File: src/rtl/ahb_master_ctrl.sv
// AHB-Lite master front end: pipelined address/data phases, in-order responses.
// Optional `ALIGN_CHECK_EN: misaligned or oversized commands are answered with an error instead of being issued.
module ahb_master_ctrl #(
   parameter int unsigned ADDR_W    = 32,
   parameter int unsigned DATA_W    = 32,
   parameter logic [3:0]  HPROT_DEF = 4'b0011
) (
   input  logic              clk,
   input  logic              rst_n,
   input  logic              cmd_valid,
   output logic              cmd_ready,
   input  logic              cmd_write,
   input  logic [ADDR_W-1:0] cmd_addr,
   input  logic [2:0]        cmd_size,
   input  logic              cmd_signed,
   input  logic [DATA_W-1:0] cmd_wdata,
   output logic [ADDR_W-1:0] haddr,
   output logic [1:0]        htrans,
   output logic              hwrite,
   output logic [2:0]        hsize,
   output logic [3:0]        hprot,
   output logic              is_signed,
   output logic [DATA_W-1:0] hwdata,
   input  logic              hready,
   input  logic              hresp,
   input  logic [DATA_W-1:0] hrdata,
   output logic              rsp_valid,
   output logic [DATA_W-1:0] rsp_rdata,
   output logic              rsp_err
);

   typedef enum logic {S_RUN, S_ERR} state_e;

   state_e              state_q;
   logic                ap_valid_q, ap_bad_q;
   logic [DATA_W-1:0]   ap_wdata_q;
   logic [ADDR_W-1:0]   haddr_q;
   logic                hwrite_q, is_signed_q;
   logic [2:0]          hsize_q;
   logic [3:0]          hprot_q;
   logic                dp_valid_q, dp_bad_q, dp_write_q;
   logic [DATA_W-1:0]   hwdata_q;
   logic                canc_q, pend_q;
   logic                rsp_valid_q, rsp_err_q;
   logic [DATA_W-1:0]   rsp_rdata_q;
   logic                accept, misalign;

`ifdef ALIGN_CHECK_EN
   assign misalign = (cmd_size > 3'd2) ||
                     ((cmd_size == 3'd1) && cmd_addr[0]) ||
                     ((cmd_size == 3'd2) && (cmd_addr[1:0] != 2'b00));
`else
   assign misalign = 1'b0;
`endif

   assign cmd_ready = (state_q == S_RUN) && (!ap_valid_q || hready);
   assign accept    = cmd_valid && cmd_ready;

   // Rejected entries ride the pipeline as phantoms so their error response stays in order.
   assign htrans    = {ap_valid_q && !ap_bad_q, 1'b0};
   assign haddr     = haddr_q;
   assign hwrite    = hwrite_q;
   assign hsize     = hsize_q;
   assign hprot     = hprot_q;
   assign is_signed = is_signed_q;
   assign hwdata    = hwdata_q;
   assign rsp_valid = rsp_valid_q;
   assign rsp_err   = rsp_err_q;
   assign rsp_rdata = rsp_rdata_q;

   always_ff @(posedge clk or negedge rst_n) begin
      if (!rst_n) begin
         state_q     <= S_RUN;
         ap_valid_q  <= 1'b0;
         ap_bad_q    <= 1'b0;
         ap_wdata_q  <= '0;
         haddr_q     <= '0;
         hwrite_q    <= 1'b0;
         hsize_q     <= '0;
         hprot_q     <= '0;
         is_signed_q <= 1'b0;
         dp_valid_q  <= 1'b0;
         dp_bad_q    <= 1'b0;
         dp_write_q  <= 1'b0;
         hwdata_q    <= '0;
         canc_q      <= 1'b0;
         pend_q      <= 1'b0;
         rsp_valid_q <= 1'b0;
         rsp_err_q   <= 1'b0;
         rsp_rdata_q <= '0;
      end else begin
         rsp_valid_q <= 1'b0;
         case (state_q)
            S_RUN: begin
               if (pend_q) begin
                  rsp_valid_q <= 1'b1;
                  rsp_err_q   <= 1'b1;
                  rsp_rdata_q <= '0;
                  pend_q      <= 1'b0;
               end
               if (dp_valid_q && !dp_bad_q && hresp && !hready) begin
                  // A command taken on this edge is cancelled along with any held AP entry.
                  state_q    <= S_ERR;
                  ap_valid_q <= 1'b0;
                  canc_q     <= ap_valid_q || accept;
               end else begin
                  if (hready) begin
                     if (dp_valid_q) begin
                        rsp_valid_q <= 1'b1;
                        rsp_err_q   <= dp_bad_q || hresp;
                        rsp_rdata_q <= (dp_write_q || dp_bad_q) ? '0 : hrdata;
                     end
                     dp_valid_q <= ap_valid_q;
                     dp_bad_q   <= ap_bad_q;
                     dp_write_q <= hwrite_q;
                     if (ap_valid_q && !ap_bad_q && hwrite_q)
                        hwdata_q <= ap_wdata_q;
                     ap_valid_q <= 1'b0;
                  end
                  if (accept) begin
                     ap_valid_q <= 1'b1;
                     ap_bad_q   <= misalign;
                     ap_wdata_q <= cmd_wdata;
                     if (!misalign) begin
                        haddr_q     <= cmd_addr;
                        hwrite_q    <= cmd_write;
                        hsize_q     <= cmd_size;
                        is_signed_q <= cmd_signed;
                        hprot_q     <= HPROT_DEF;
                     end
                  end
               end
            end
            S_ERR: begin
               if (hready) begin
                  state_q     <= S_RUN;
                  rsp_valid_q <= 1'b1;
                  rsp_err_q   <= 1'b1;
                  rsp_rdata_q <= dp_write_q ? '0 : hrdata;
                  dp_valid_q  <= 1'b0;
                  pend_q      <= canc_q;
                  canc_q      <= 1'b0;
               end
            end
            default: state_q <= S_RUN;
         endcase
      end
   end

endmodule
File: config.mk
export PLATFORM = sky130hd
export DESIGN_NAME = ahb_master_ctrl
export DESIGN_NICKNAME = d
export VERILOG_FILES = /design/src/rtl/ahb_master_ctrl.sv
export SDC_FILE = /design/constraint.sdc
export NUM_CORES = 1
export LEC_CHECK = 0
export ABC_CLOCK_PERIOD_IN_PS = 1900
export CORE_UTILIZATION = 43
export DETAILED_ROUTE_END_ITERATION = 8
export GPL_TIMING_DRIVEN = 0
export PLACE_DENSITY = 0.8
export REMOVE_ABC_BUFFERS = 1
export SLEW_MARGIN = 20
export SYNTH_ARGS = -nofsm -noshare
export SYNTH_HDL_FRONTEND = slang
export SYNTH_SLANG_ARGS = --single-unit
File: constraint.sdc
create_clock -name clk -period 1.9 [get_ports clk]
set_input_delay 0.38 -clock clk [delete_from_list [all_inputs] [get_ports clk]]
set_output_delay 0.38 -clock clk [all_outputs]
set_load 0.02 [all_outputs]
==> metrics.md, run 1 <==
| Metric | Value |
|---|---|
| Outcome | `finished clean` |
| Tot Pwr | `roughly 13 mW` |
| Max FO, Critical Path | `7` |
| Ant. Diodes | `0` |
| GRT Resource Usage Total | `20.4%` |
| Switching Fraction | `between 30% and 40%` |
| Boundary Pins | `216` |
| Peak supply drop | `795 uV` |
| Worst Setup SP | `ap_valid_q` |
| Die area | `approximately 13000 um2` |
| Routed via count | `between 3000 and 4000` |
| Routed wire per std cell | `approximately 17 um` |
| Drt first pass iters | `4` |
| Max Buffers Root-to-Sink | `2` |
| Clk sinks | `142` |
| Hold Slack | `roughly 0.31 ns` |
| Fin crit share | `95.5%` |
| FP Rows | `40` |
| End of the worst register-to-register path | `haddr[18]` |
| Starting Density | `between 40 and 50%` |
| Fin crit period | `around 1.8 ns` |
| Fillers | `approximately 850` |
| FF-to-FF setup slack | `around 0.1 ns` |
| Post-synthesis register bit count | `~140` |
| Synthesized instance count | `327` |
| Hold Vio Cnt, Final | `0` |
| Clk_lat worst skew | `roughly 0.41 ns` |
| Cell Int Power | `8.77 mW` |
| CP endpoint | `cmd_ready` |
| Clock transition at path regs | `approximately 0.060 ns` |
| Critical path type | `reg -> out` |
| RSZ-0062 raised after global routing | `no` |
| Initial antenna violation count | `0` |
| HP Class | `in -> reg` |
| Largest net degree at the start of global routing | `just over 80` |
| CTS HTree Levels | `4` |
| Max-Cap Viols | `0` |
| R2r startpoint | `ap_valid_q` |
| IO buf count | `212` |
| Sw power | `around 3.8 mW` |
| Clk_skew | `between 0.005 and 0.006 ns` |
| Layout area overhead | `55.8%` |
| CP Data Required Time | `roughly 1.5 ns` |
| Clk network pwr share | `27.5%` |
| Core Region | `roughly 12000 um2` |
| Post-synthesis sequential area ratio | `between 60% and 70%` |
| DRT Wirelength | `between 10000 and 15000 um` |
| Synth warnings | `0` |
| Root buf cell | `clkbuf_16` |
| Distinct cells, synth | `23` |
| Cells on worst reg2reg path | `5` |
| PwrDens | `1510 nW/um2` |
| Drt initial violations | `about 130` |
| Worst Max-Slew Pin Slew | `around 0.70 ns` |
| Post-DP HPWL | `approximately 8400 um` |
| First-pass GRT wire length | `roughly 20000 um` |
| Worst path arrival time | `around 1.4 ns` |
| Number of global-route vias before repair | `approximately 4000` |
| Routed Antenna Nets | `0` |
| Die width | `~110 um` |
| CTS tree | `built` |
| Mapped Area | `about 5300 um2` |
| Max Fclk | `around 550 MHz` |
| Pins Over Slew Limit | `0` |
| Startpoint Class | `flop` |
| Slew margin rel. | `between 50 and 60%` |
| Syn avg cell area | `between 15 and 20 um2` |
| Placer Congestion | `0.784` |
| Layout cell share with drive strength beyond 1 | `about 26%` |
| Power share of the sequential group | `between 30% and 40%` |
| Die height | `113 um` |
| Drt via density | `4.90` |
| Logic gate share of total power | `~36%` |
| DRC | `0` |
| Leak | `about 3.6 nW` |
| CP Capture Type | `output port` |
| Setup-failing EPs final | `0` |
| Grt ovf | `0` |
| CTS Buf Count | `17` |
| Fin nets | `~660` |
## logic make-up after synthesis
kind of cell           Yosys count  share of synthesized area (%)
AOI/OAI and AO/OA               45                           6.92
other                            1                         0.0703
and+or+nand+nor                 10                          0.985
buffers and inverters           26                           3.73
DFF                            142                           66.6
muxes                          103                           21.7
## layout make-up
class	count	area [um2]	share of cell area (%)
timing repair buffer	220	2250	27.1
clock inverter	11	164	1.97
inverter	5	18.8	0.226
multi-input combinational	163	1650	19.9
sequential	142	3550	42.8
clock buffer	21	460	5.54
tap	168	210	2.53
## cell usage in the layout, fill, tap and decap left out, types with 2 or more instances in the layout
master / count
bufinv_16: 4
clkinvlp_4: 2
inv_1: 5
clkdlybuf4s50_1: 207
buf_4: 3
conb_1: 3
mux2_2: 100
dfrtp_1: 142
a21boi_4: 2
buf_8: 2
nand2_1: 3
a22o_1: 33
clkbuf_16: 17
buf_16: 3
clkbuf_8: 2
clkinv_2: 4
a21oi_1: 5
nor2_1: 2
dlygate4sd2_1: 2
clkbuf_1: 2
## power by group through the flow
stage / Clock (mW) / Sequential, mW / Combinational, mW
after floorplan: 0 / 5.59 / 1.16
after global placement: 0 / 4.57 / 4.37
after detailed placement: 0 / 4.64 / 4.49
after CTS: 3.52 / 4.62 / 4.54
after global routing: 3.66 / 4.74 / 4.74
final: 3.46 / 4.61 / 4.49
## sequential cells by signal, indices dropped and copies added, names as in the netlist, 3 cells and up
register and flops:
ap_wdata_q 32, rsp_rdata 32, hwdata 32, hsize 3, haddr 32
## worst max-delay path: stages (launching register included)
cell	delay [ns]
dfrtp_1	0.47
a21oi_1	0.19
dlygate4sd2_1	0.37
## Yosys cell counts, drive strengths merged
library cell / count / share of area [%]
o211ai: 1 / 0.14
a21boi: 1 / 0.21
and2b: 1 / 0.14
a22o: 33 / 5.4
dfrtp: 142 / 67
inv: 5 / 0.35
buf: 21 / 3.4
o21ai: 3 / 0.35
a32oi: 1 / 0.16
nand3: 1 / 0.19
mux2i: 1 / 0.19
nand2b: 1 / 0.12
nor2: 3 / 0.21
mux2: 102 / 22
a21oi: 5 / 0.47
nor2b: 1 / 0.12
conb: 1 / 0.070
nand2: 3 / 0.21
o31a: 1 / 0.16
## repair_timing
action / CTS / global route
setup buffers: 3 / 0
resized for setup: 6 / 4
pin swaps: 1 / 0
endpoints found under the hold margin: 80 / 0
hold buffers: 1 / 0
setup endpoints to repair: 119 / 37
cloned: 2 / 0
## metrics by stage
| step | setup TNS, ns | std cells | setup WS, ns | cell area [um2] | utilization (%) |
|---|---|---|---|---|---|
| 3_5_place_dp | -78.24 | 692 | -0.893 | 7620 | 63.2 |
| 5_1_grt | 0 | 730 | 0.0000755 | 8310 | 68.9 |
| 3_3_place_gp | -917.06 | 688 | -4.90 | 7500 | 62.1 |
| 2_1_floorplan | -76.55 | 308 | -1.10 | 5160 | - |
| 6_report | 0 | 730 | 0.0848 | 8310 | 68.9 |
| 4_1_cts | 0 | 730 | 0.0137 | 8310 | 68.9 |
## how the worst min path moves through the flow
| stage | cells after the start | endpoint | from |
|---|---|---|---|
| 6_report | 2 | state_q | hready |
| 5_1_grt | 2 | state_q | hready |
| 4_1_cts | 2 | state_q | hready |
| 3_5_place_dp | 1 | hwdata[16] | rst_n |
| 3_3_place_gp | 1 | hwdata[5] | ap_wdata_q[5] |
| 2_1_floorplan | 0 | ap_valid_q | rst_n |
## layer usage
metal  vias to the layer above  part of all wire [%]  wire, um  GRT usage [%]
li1                       1612                     -         -              -
met2                       150                    52      6460           35.2
met5                         -                     0         0              0
met3                        24                   7.1       889           6.48
met1                      1793                    39      4840           23.3
met4                         0                   2.4       296           9.12
No activity file was read; power rests on OpenSTA's default activity.
==> run 2, diff against run 1 <==
--- a/config.mk
+++ b/config.mk
@@ -6,10 +6,12 @@
 export NUM_CORES = 1
 export LEC_CHECK = 0
 export ABC_CLOCK_PERIOD_IN_PS = 1900
-export CORE_UTILIZATION = 43
+export CELL_PAD_IN_SITES_DETAIL_PLACEMENT = 2
+export CELL_PAD_IN_SITES_GLOBAL_PLACEMENT = 2
+export CORE_UTILIZATION = 28
 export DETAILED_ROUTE_END_ITERATION = 8
 export GPL_TIMING_DRIVEN = 0
-export PLACE_DENSITY = 0.8
+export PLACE_DENSITY_LB_ADDON = 0.1
 export REMOVE_ABC_BUFFERS = 1
 export SLEW_MARGIN = 20
 export SYNTH_ARGS = -nofsm -noshare
==> run 2 against run 1 <==
Against the previous run:
- power increased by 1.7%
- worst setup slack improved by 0.014 ns
- clock skew increased by 0.011 ns
- design area increased by 1.8%
- first-iteration DRC count decreased by 39%
- wire length increased by 19%
- clock-buffer cell count decreased by 1
- largest cell class unchanged
==> metrics.md, run 2 (synthesis results as in run 1) <==
| Metric | Value |
|---|---|
| Met3 Track Usage GR | `6.97% (was 6.48%)` |
| Outcome | `finished clean (unchanged)` |
| DRC | `0 (unchanged)` |
| Routed Antenna Nets | `0 (unchanged)` |
| Worst-path cell chain | `clkdlybuf4s50_1 (was a21oi_1 > dlygate4sd2_1)` |
| Drt first pass iters | `4 (unchanged)` |
| Worst path top cell family by delay | `buffers and inverters (was flip-flops)` |
| Slew margin rel. | `47.4% (was 53.0%)` |
| Clk_skew | `0.0166 ns (was 0.00520 ns)` |
| Core Region | `18700 um2 (was 12100 um2)` |
| Drt via density | `4.55 (was 4.90)` |
| Startpoint Class | `flop (unchanged)` |
| Root buf cell | `clkbuf_16 (unchanged)` |
| Largest net degree at the start of global routing | `82 (unchanged)` |
| Leak | `3.57 nW (was 3.56 nW)` |
| Fillers | `1823 (was 853)` |
| Layout cell share with drive strength beyond 1 | `26.4% (was 26.0%)` |
| Grt ovf | `0 (unchanged)` |
| Boundary Pins | `216 (unchanged)` |
| Power share of the sequential group | `36.1% (was 36.7%)` |
| Drt initial violations | `77 (was 127)` |
| CP Data Required Time | `1.52 ns (about the same)` |
| HP Class | `in -> reg (unchanged)` |
| CTS HTree Levels | `4 (unchanged)` |
| Slowest-stage cell, CP | `clkdlybuf4s50_1 (was dfrtp_1)` |
| RSZ-0062 raised after global routing | `no (unchanged)` |
| End of the worst register-to-register path | `hwdata[5] (was haddr[18])` |
| Max FO, Critical Path | `2 (was 7)` |
| Initial antenna violation count | `0 (unchanged)` |
| Cell Int Power | `8.79 mW (was 8.77 mW)` |
| R2r startpoint | `state_q (was ap_valid_q)` |
| Worst Path Buf+Inv | `1 (unchanged)` |
| Max stage delay on crit path | `0.65 ns (was 0.47 ns)` |
| Setup-failing EPs final | `0 (unchanged)` |
| Post-layout util | `45.2% (was 68.9%)` |
| CTS tree | `built (unchanged)` |
| Commonest non-fill, non-tap cell in the layout | `clkdlybuf4s50_1 (unchanged)` |
| Final WS setup | `0.0990 ns (was 0.0848 ns)` |
| Logic gate share of total power | `36.0% (was 35.8%)` |
| Sw power | `3.99 mW (was 3.80 mW)` |
| Post-Place Setup Slack | `-0.987 ns (was -0.893 ns)` |
| Most frequent cells in the layout | `clkdlybuf4s50_1, dfrtp_1, mux2_2 (unchanged)` |
| Worst Max-Slew Pin Slew | `0.787 ns (was 0.704 ns)` |
| Ant. Diodes | `0 (unchanged)` |
| CP Capture Type | `output port (unchanged)` |
| Max Buffers Root-to-Sink | `2 (unchanged)` |
| Die height | `140 um (was 113 um)` |
| Tot Pwr | `12.8 mW (was 12.6 mW)` |
| Fin nets | `658 (was 655)` |
| PwrDens | `1510 nW/um2 (about the same)` |
| Setup TNS | `0 ns (unchanged)` |
| Cells on worst reg2reg path | `3 (was 5)` |
| Number of global-route vias before repair | `4194 (was 3926)` |
| IO buf count | `212 (unchanged)` |
| Switching Fraction | `31.2% (was 30.2%)` |
| FP Rows | `50 (was 40)` |
| First-pass GRT wire length | `23400 um (was 19800 um)` |
| WHS Endpoint | `state_q (unchanged)` |
| Die area | `19600 um2 (was 12900 um2)` |
| Fin crit period | `1.80 ns (was 1.82 ns)` |
| Routed wire per std cell | `18.6 um (was 17.1 um)` |
| Clk sinks | `142 (unchanged)` |
| Clk_lat worst skew | `0.41 ns (about the same)` |
| Worst path arrival time | `1.42 ns (was 1.44 ns)` |
| Pins Over Slew Limit | `0 (unchanged)` |
| GRT Resource Usage Total | `15.7% (was 20.4%)` |
| Design area | `8460 um2 (was 8310 um2)` |
| Hold Vio Cnt, Final | `0 (unchanged)` |
| DRT Wirelength | `14900 um (was 12500 um)` |
| GR Layer Usage met1 | `17.4% (was 23.3%)` |
| Critical path type | `reg -> out (unchanged)` |
| Starting Density | `28.5% (was 44.2%)` |
| M2 GR Usage | `27.1% (was 35.2%)` |
| DP Cell Count | `760 (was 692)` |
| Hold Slack | `0.372 ns (was 0.307 ns)` |
| CTS Buf Count | `17 (unchanged)` |
| Placer Congestion | `0.699 (was 0.784)` |
| Hold_sp | `hready (unchanged)` |
| Post-Layout Cell Count | `799 (was 730)` |
| Multi-input gate area | `1640 um2 (was 1650 um2)` |
| Routed via count | `3636 (was 3579)` |
| Clk network pwr share | `27.9% (was 27.5%)` |
| Post-DP HPWL | `10200 um (was 8400 um)` |
| Fin crit share | `94.8% (was 95.5%)` |
| Die width | `140 um (was 113 um)` |
| Layout area overhead | `58.6% (was 55.8%)` |
| Post-Place Cell Area | `7760 um2 (was 7620 um2)` |
| Max-Cap Viols | `0 (unchanged)` |
| Peak supply drop | `550 uV (was 795 uV)` |
| FF+latch area | `3550 um2 (about the same)` |
| Worst hold stages | `2 (unchanged)` |
| Gr busiest metal | `met2 (unchanged)` |
| Max Fclk | `555 MHz (was 551 MHz)` |
| FF-to-FF setup slack | `0.14 ns (was 0.10 ns)` |
| Clock transition at path regs | `0.06 ns (about the same)` |
[run 2: changes by cell type in the layout (fill, tap and decap cells not counted), moves of 2 or more]
cell / change
clkinv_2: -4
buf_16: +2
buf_4: +2
clkinvlp_4: +2
inv_6: +2
[run 2: repair_timing]
action,4_1_cts,5_1_grt
hold buffers,1,0
gates cloned,0,1
setup buffers,1,4
pin swaps,1,0
resized for setup,7,2
hold endpoints to repair,61,0
endpoints found under the setup margin,88,78
[run 2: area by class of cell]
type | count | share of cell area (%)
clock buffers | 20 | 5.28
clock inverters | 12 | 2.19
repair buffers | 224 | 27.5
inverters | 5 | 0.222
multi-input cells | 162 | 19.4
well taps | 234 | 3.46
flip-flops and latches | 142 | 42.0
[run 2: routing by layer]
metal | vias up | share of wire [%]
met5 | - | 0
met4 | 0 | 0.60
met3 | 8 | 7.9
met2 | 128 | 51
met1 | 1881 | 41
li1 | 1619 | -
[run 2: worst max path at each step]
stage	cells past startpoint	slack, ns	to	from
6_report	1	0.1	rsp_rdata[23]	rsp_rdata[23]
5_1_grt	1	0.03	rsp_rdata[14]	rsp_rdata[14]
4_1_cts	3	-0.003	hwdata[6]	state_q
3_5_place_dp	4	-0.99	hwdata[6]	hready
3_3_place_gp	1	-5.46	haddr[19]	rst_n
2_1_floorplan	3	-1.10	ap_wdata_q[0]	ap_valid_q
[run 2: power groups by stage]
| stage | Sequential (mW) | Clock [mW] | Combinational [mW] |
|---|---|---|---|
| 2_1_floorplan | 5.59 | 0 | 1.16 |
| 3_3_place_gp | 4.58 | 0 | 4.46 |
| 3_5_place_dp | 4.66 | 0 | 4.61 |
| 4_1_cts | 4.63 | 3.69 | 4.63 |
| 5_1_grt | 4.76 | 3.80 | 4.86 |
| 6_report | 4.61 | 3.57 | 4.60 |
==> RTL edit 1, RTL diff (settings of run 2) <==
Set the parameter `ADDR_W` to 48 (it was 32).
--- a/src/rtl/ahb_master_ctrl.sv
+++ b/src/rtl/ahb_master_ctrl.sv
@@ -2,5 +2,5 @@
 // Optional `ALIGN_CHECK_EN: misaligned or oversized commands are answered with an error instead of being issued.
 module ahb_master_ctrl #(
-   parameter int unsigned ADDR_W    = 32,
+   parameter int unsigned ADDR_W    = 48,
    parameter int unsigned DATA_W    = 32,
    parameter logic [3:0]  HPROT_DEF = 4'b0011
Ports: changed (resized cmd_addr and haddr); port bits go from 216 to 248. The function was not compared with the original's and may differ.
==> RTL edit 1 against run 2 <==
  * Design area up 10%
  * Power up 6.6%
  * Register-to-register slack worse by 0.06 ns
  * Wire length up 9.1%
  * Synthesized area up 10%
  * Setup slack worse by 0.029 ns
  * Sequential cell count up 16
  * Sequential power up 10%
  * Count of clock-buffer cells in the layout unchanged
  * Critical endpoint is now rsp_rdata[0]
  * Highest routed layer unchanged
==> RTL edit 1: results (changes against run 2) <==
detailed_routing:
  routed_wl_um: 16260  # +9.1%
  m1WireLength_um: 6151  # +1.1%
  via_count: 3996  # +9.9%
  wl_met2_um: 8225  # +9.1%
  drt_iter0_drc: 83  # +7.8%
clocking:
  cts_htree_levels: 4  # unchanged
global_routing:
  grtUsageMet3_pct: 7.298  # +0.32 points
  grt_max_degree: 87  # +6.1%
  grt.total_usage_pct: 15.72  # +0.031 points
  gr-usage-met1_pct: 17.41  # -0.026 points
  grt_first_pass_wirelength_um: 25720  # +10%
  use_met2_pct: 26.49  # -0.57 points
placed_design:
  place_congestion: 0.7228  # +3.4%
  numPlacedInstances: 860  # +13%
  place_area_mm2: 0.008705  # +12%
  dp_hpwl_um: 11560  # +13%
  preCtsSetupSlack_ns: -0.9640  # +0.02326 ns
  io_buffer_count: 244  # +15%
cells_and_area:
  final_util_pct: 45.75  # +0.51 points
  fin_nets: 734  # +12%
  filler_cell_count: 1960  # +7.5%
  drive_above_1_share_pct: 19.68  # -6.7 points
  fin_cells: 895  # +12%
logic_synthesis:
  yosys-top-cells-area: "dfrtp_1, mux2_2, mux2_1"
  synthTopCellsByCount: "dfrtp_1, mux2_2, mux2_1, a22o_1"
  netlist_instances: 361  # +10%
power_and_ir_drop:
  irDropWorstVdd_uv: 578.7  # +5.3%
  static-leakage-power_nw: 3.922  # +10%
  p_clk_mw: 3.55
  p_clk_share_pct: 26.1  # -1.8 points
  sequentialPower_mw: 5.08  # +10%
  p_switching_mw: 4.320  # +8.3%
timing:
  worstMarginPinSlew_ns: 0.7498  # -0.03754 ns
  max_freq_ghz: 0.5466  # -1.6%
  fin_skew_ns: 0.01008  # -0.006467 ns
worst_setup_path:
  endpoint: "rsp_rdata[0]"
  rr_endpoint: "hwdata[6]"
  cp_top_family: "buffers and inverters"
  cp.arrival_ns: 1.45  # +0.03 ns
  cp-startpoint: "rsp_rdata[0]"
  rrSetupSlack_ns: 0.08  # -0.06 ns
run_status:
  outcome: "complete, no violations"
-- RTL edit 1: cell types whose count changed in the layout (fill, tap and decap cells not counted) --
cell / delta
bufinv_16: -1
dfrtp_1: +16
clkbuf_2: +1
nand3_4: -1
clkinv_2: +1
clkdlybuf4s50_1: +32
mux2_2: -23
clkdlybuf4s15_2: -1
mux2_1: +39
buf_4: -3
clkbuf_8: +1
clkbuf_1: -1
-- RTL edit 1: how the worst min path moves through the flow --
| stage | start | to | slack (ns) | cells after the start |
|---|---|---|---|---|
| after floorplan | rst_n | ap_valid_q | 0.08 | 0 |
| after global placement | ap_wdata_q[6] | hwdata[6] | 0.46 | 1 |
| after detailed placement | rst_n | haddr[11] | 0.40 | 1 |
| after CTS | hready | state_q | 0.42 | 2 |
| after global routing | hready | state_q | 0.27 | 2 |
| final | hready | state_q | 0.26 | 2 |
-- RTL edit 1: worst reg2reg max path, stage by stage (launching register included) --
cell and delay (ns):
dfrtp_1 0.45, and2b_1 0.33, nand3_4 0.42, mux2_1 0.50
-- RTL edit 1: kinds of logic after synthesis --
| family | count (synthesis) | synth area share [%] |
|---|---|---|
| AO/OA/AOI/OAI | 45 | 6.261 |
| buffers and inverters | 28 | 3.014 |
| flip-flops | 158 | 67.06 |
| multiplexers | 119 | 22.71 |
| other | 1 | 0.06361 |
| AND/OR/NAND/NOR | 10 | 0.8915 |
-- RTL edit 1: timing repair --
action	in CTS	in global routing
hold buffers	1	0
setup endpoints to repair	103	23
setup buffers	1	1
gates resized for setup	6	2
hold endpoints to repair	72	0
pin swaps	1	0
gates cloned	0	0
-- RTL edit 1: cell type report --
cell class	instances	share of cell area, %
tap	270	3.614
clock buffer	20	4.886
clock inverter	12	1.714
inverter	5	0.2008
timing repair buffer	253	27.99
multi-input combinational	177	19.28
sequential	158	42.32
==> RTL edit 2, RTL diff (config.mk and constraints of run 2) <==
Made on the original files. Put one more register stage on the output `rsp_err`, cleared by the reset. The value now appears one clock later. The other outputs are not delayed to match.
--- a/src/rtl/ahb_master_ctrl.sv
+++ b/src/rtl/ahb_master_ctrl.sv
@@ -66,5 +66,11 @@
    assign hwdata    = hwdata_q;
    assign rsp_valid = rsp_valid_q;
-   assign rsp_err   = rsp_err_q;
+   always_ff @(posedge clk or negedge rst_n) begin
+      if (!rst_n) begin
+         rsp_err <= '0;
+      end else begin
+         rsp_err <= rsp_err_q;
+      end
+   end
    assign rsp_rdata = rsp_rdata_q;
 
Function: changed (a bounded check fails within 4 cycles, from zero or initial values and one cycle with rst_n low).
==> RTL edit 2 against run 2 <==
  * Clock skew down 0.0061 ns
  * Setup slack worse by 0.018 ns
  * Utilization up 0.26 points
  * Design area up 0.58%
  * Sequential cell count up 1
  * Synthesized cell count up 0.31%
  * Power up 1.5%
  * Synthesized area up 0.47%
  * Wire length down 2.0%
  * Highest routed layer unchanged
==> RTL edit 2: results (changes against run 2) <==
timing:
  max_slew_margin_pct: 47.94  # +0.56 points
  fin_skew_ns: 0.01045  # -0.006102 ns
  setup_viol: 0  # unchanged
detailed_routing:
  firstDrtPassIters: 4  # unchanged
  via_count: 3624  # -0.33%
  routed_wl_um: 14590  # -2.0%
  drt_iter0_drc: 74  # -3.9%
worst_setup_path:
  cp_top_family: "buffers and inverters"
  cp-startpoint: "rsp_rdata[18]"
  cp.arrival_ns: 1.44  # +0.02 ns
  crit_fanout: 2  # unchanged
  cpMaxStageDelayCell: "clkdlybuf4s50_1"
  r2r_start: "state_q"
  slowest_delay_ns: 0.66
min_path:
  hold_start: "rsp_err_q"
  min_path_type: "reg2reg"
cells_and_area:
  fin_cells: 797  # -0.25%
  antenna_cells: 0  # unchanged
  fin_nets: 656  # -0.30%
  drive_above_1_share_pct: 26.29  # -0.084 points
logic_synthesis:
  yosys-top-cells-area: "dfrtp_1, mux2_2, a22o_1"
  synth_edf_count: 0  # unchanged
  yosysSeqAreaShare_pct: 66.74  # +0.16 points
  synthTopCellsByCount: "dfrtp_1, mux2_2, a22o_1, buf_6, buf_2"
  async_flop_share_pct: 100.0  # unchanged
  yosys_warnings: 0  # unchanged
  netlist_instances: 328  # +0.31%
  ys_types: 23  # unchanged
clocking:
  cts_made_buffers: 17  # unchanged
  cts_htree_levels: 4  # unchanged
  cts_root_buffer: "clkbuf_16"
  clk_transition_reported_paths_ns: 0.06  # about the same
  cts_buffer_depth: 2  # unchanged
  clock_latency_ns: 0.42
power_and_ir_drop:
  static-leakage-power_nw: 3.593  # +0.77%
  irDropWorstVdd_uv: 629.1  # +14%
global_routing:
  grt.total_usage_pct: 15.45  # -0.24 points
  antenna_found_initial: 0  # unchanged
  grt_pass1_vias: 4212  # +0.43%
  grt_max_degree: 84  # +2.4%
  grt_first_pass_wirelength_um: 23030  # -1.4%
placed_design:
  dp_hpwl_um: 9771  # -4.6%
  place_congestion: 0.6960  # -0.46%
  io_buffer_count: 212  # unchanged
  numPlacedInstances: 761  # +0.13%
run_status:
  outcome: "complete, no violations"
==> RTL edit 2: where the power goes <==
| part | switching [mW] | total [mW] | internal [mW] |
|---|---|---|---|
| registers | 0.569 | 4.65 | 4.08 |
| logic | 2.09 | 4.58 | 2.49 |
| clock network | 1.33 | 3.75 | 2.41 |
==> RTL edit 2: layout make-up <==
| cell class | count | area, µm² |
|---|---|---|
| Clock buffer | 20 | 456.7 |
| Clock inverter | 12 | 205.2 |
| Fill cell | 1804 | 10190 |
| Inverter | 5 | 18.77 |
| Multi-Input combinational cell | 162 | 1643 |
| Sequential cell | 143 | 3580 |
| Tap cell | 234 | 292.8 |
| Timing Repair Buffer | 221 | 2315 |
==> RTL edit 2: kinds of logic after synthesis <==
family / Yosys count / share of synthesized area [%]
mux: 103 / 21.61
other cells: 1 / 0.06994
simple gates: 10 / 0.9803
compound gates: 45 / 6.885
buf+inv: 26 / 3.711
flops: 143 / 66.74
==> RTL edit 2: worst paths after layout <==
check                                 end  slack [ns]  cells after the start
max                         rsp_rdata[18]        0.08                      1
min                               rsp_err        0.39                      0
max reg2reg                     hwdata[5]        0.13                      3
min reg2reg                       rsp_err        0.39                      0
max in group asynchronous       haddr[28]        0.64                      3
min in group asynchronous  ap_wdata_q[24]        0.48                      2
==> RTL edit 2: metal layers <==
metal | up-vias | GRT usage [%] | part of all wire [%]
li1 | 1618 | - | -
met1 | 1851 | 17.75 | 40
met2 | 137 | 24.66 | 48
met3 | 18 | 7.145 | 10
met4 | 0 | 6.767 | 1.7
met5 | - | 0 | 0
==> RTL edit 2: repair_timing <==
action | CTS | global route
hold buffers | 1 | 0
gates resized for setup | 6 | 5
hold endpoints to repair | 60 | 0
cloned | 0 | 1
setup endpoints to repair | 48 | 55
buffers inserted | 1 | 1
pin swaps | 1 | 1
==> RTL edit 2: through the flow <==
| step | power, mW | hold slack (ns) | worst slack (ns) | cell area (µm²) |
|---|---|---|---|---|
| after detailed placement | 9.305 | 0.3594 | -0.9985 | 7789 |
| after global placement | 9.067 | 0.3662 | -5.437 | 7604 |
| after CTS | 13.16 | 0.3933 | -0.005090 | 8472 |
| after global routing | 13.66 | 0.4041 | 0.01424 | 8511 |
| after floorplan | 6.782 | 0.08441 | -1.098 | 5189 |
| final | 12.97 | 0.3876 | 0.08059 | 8511 |
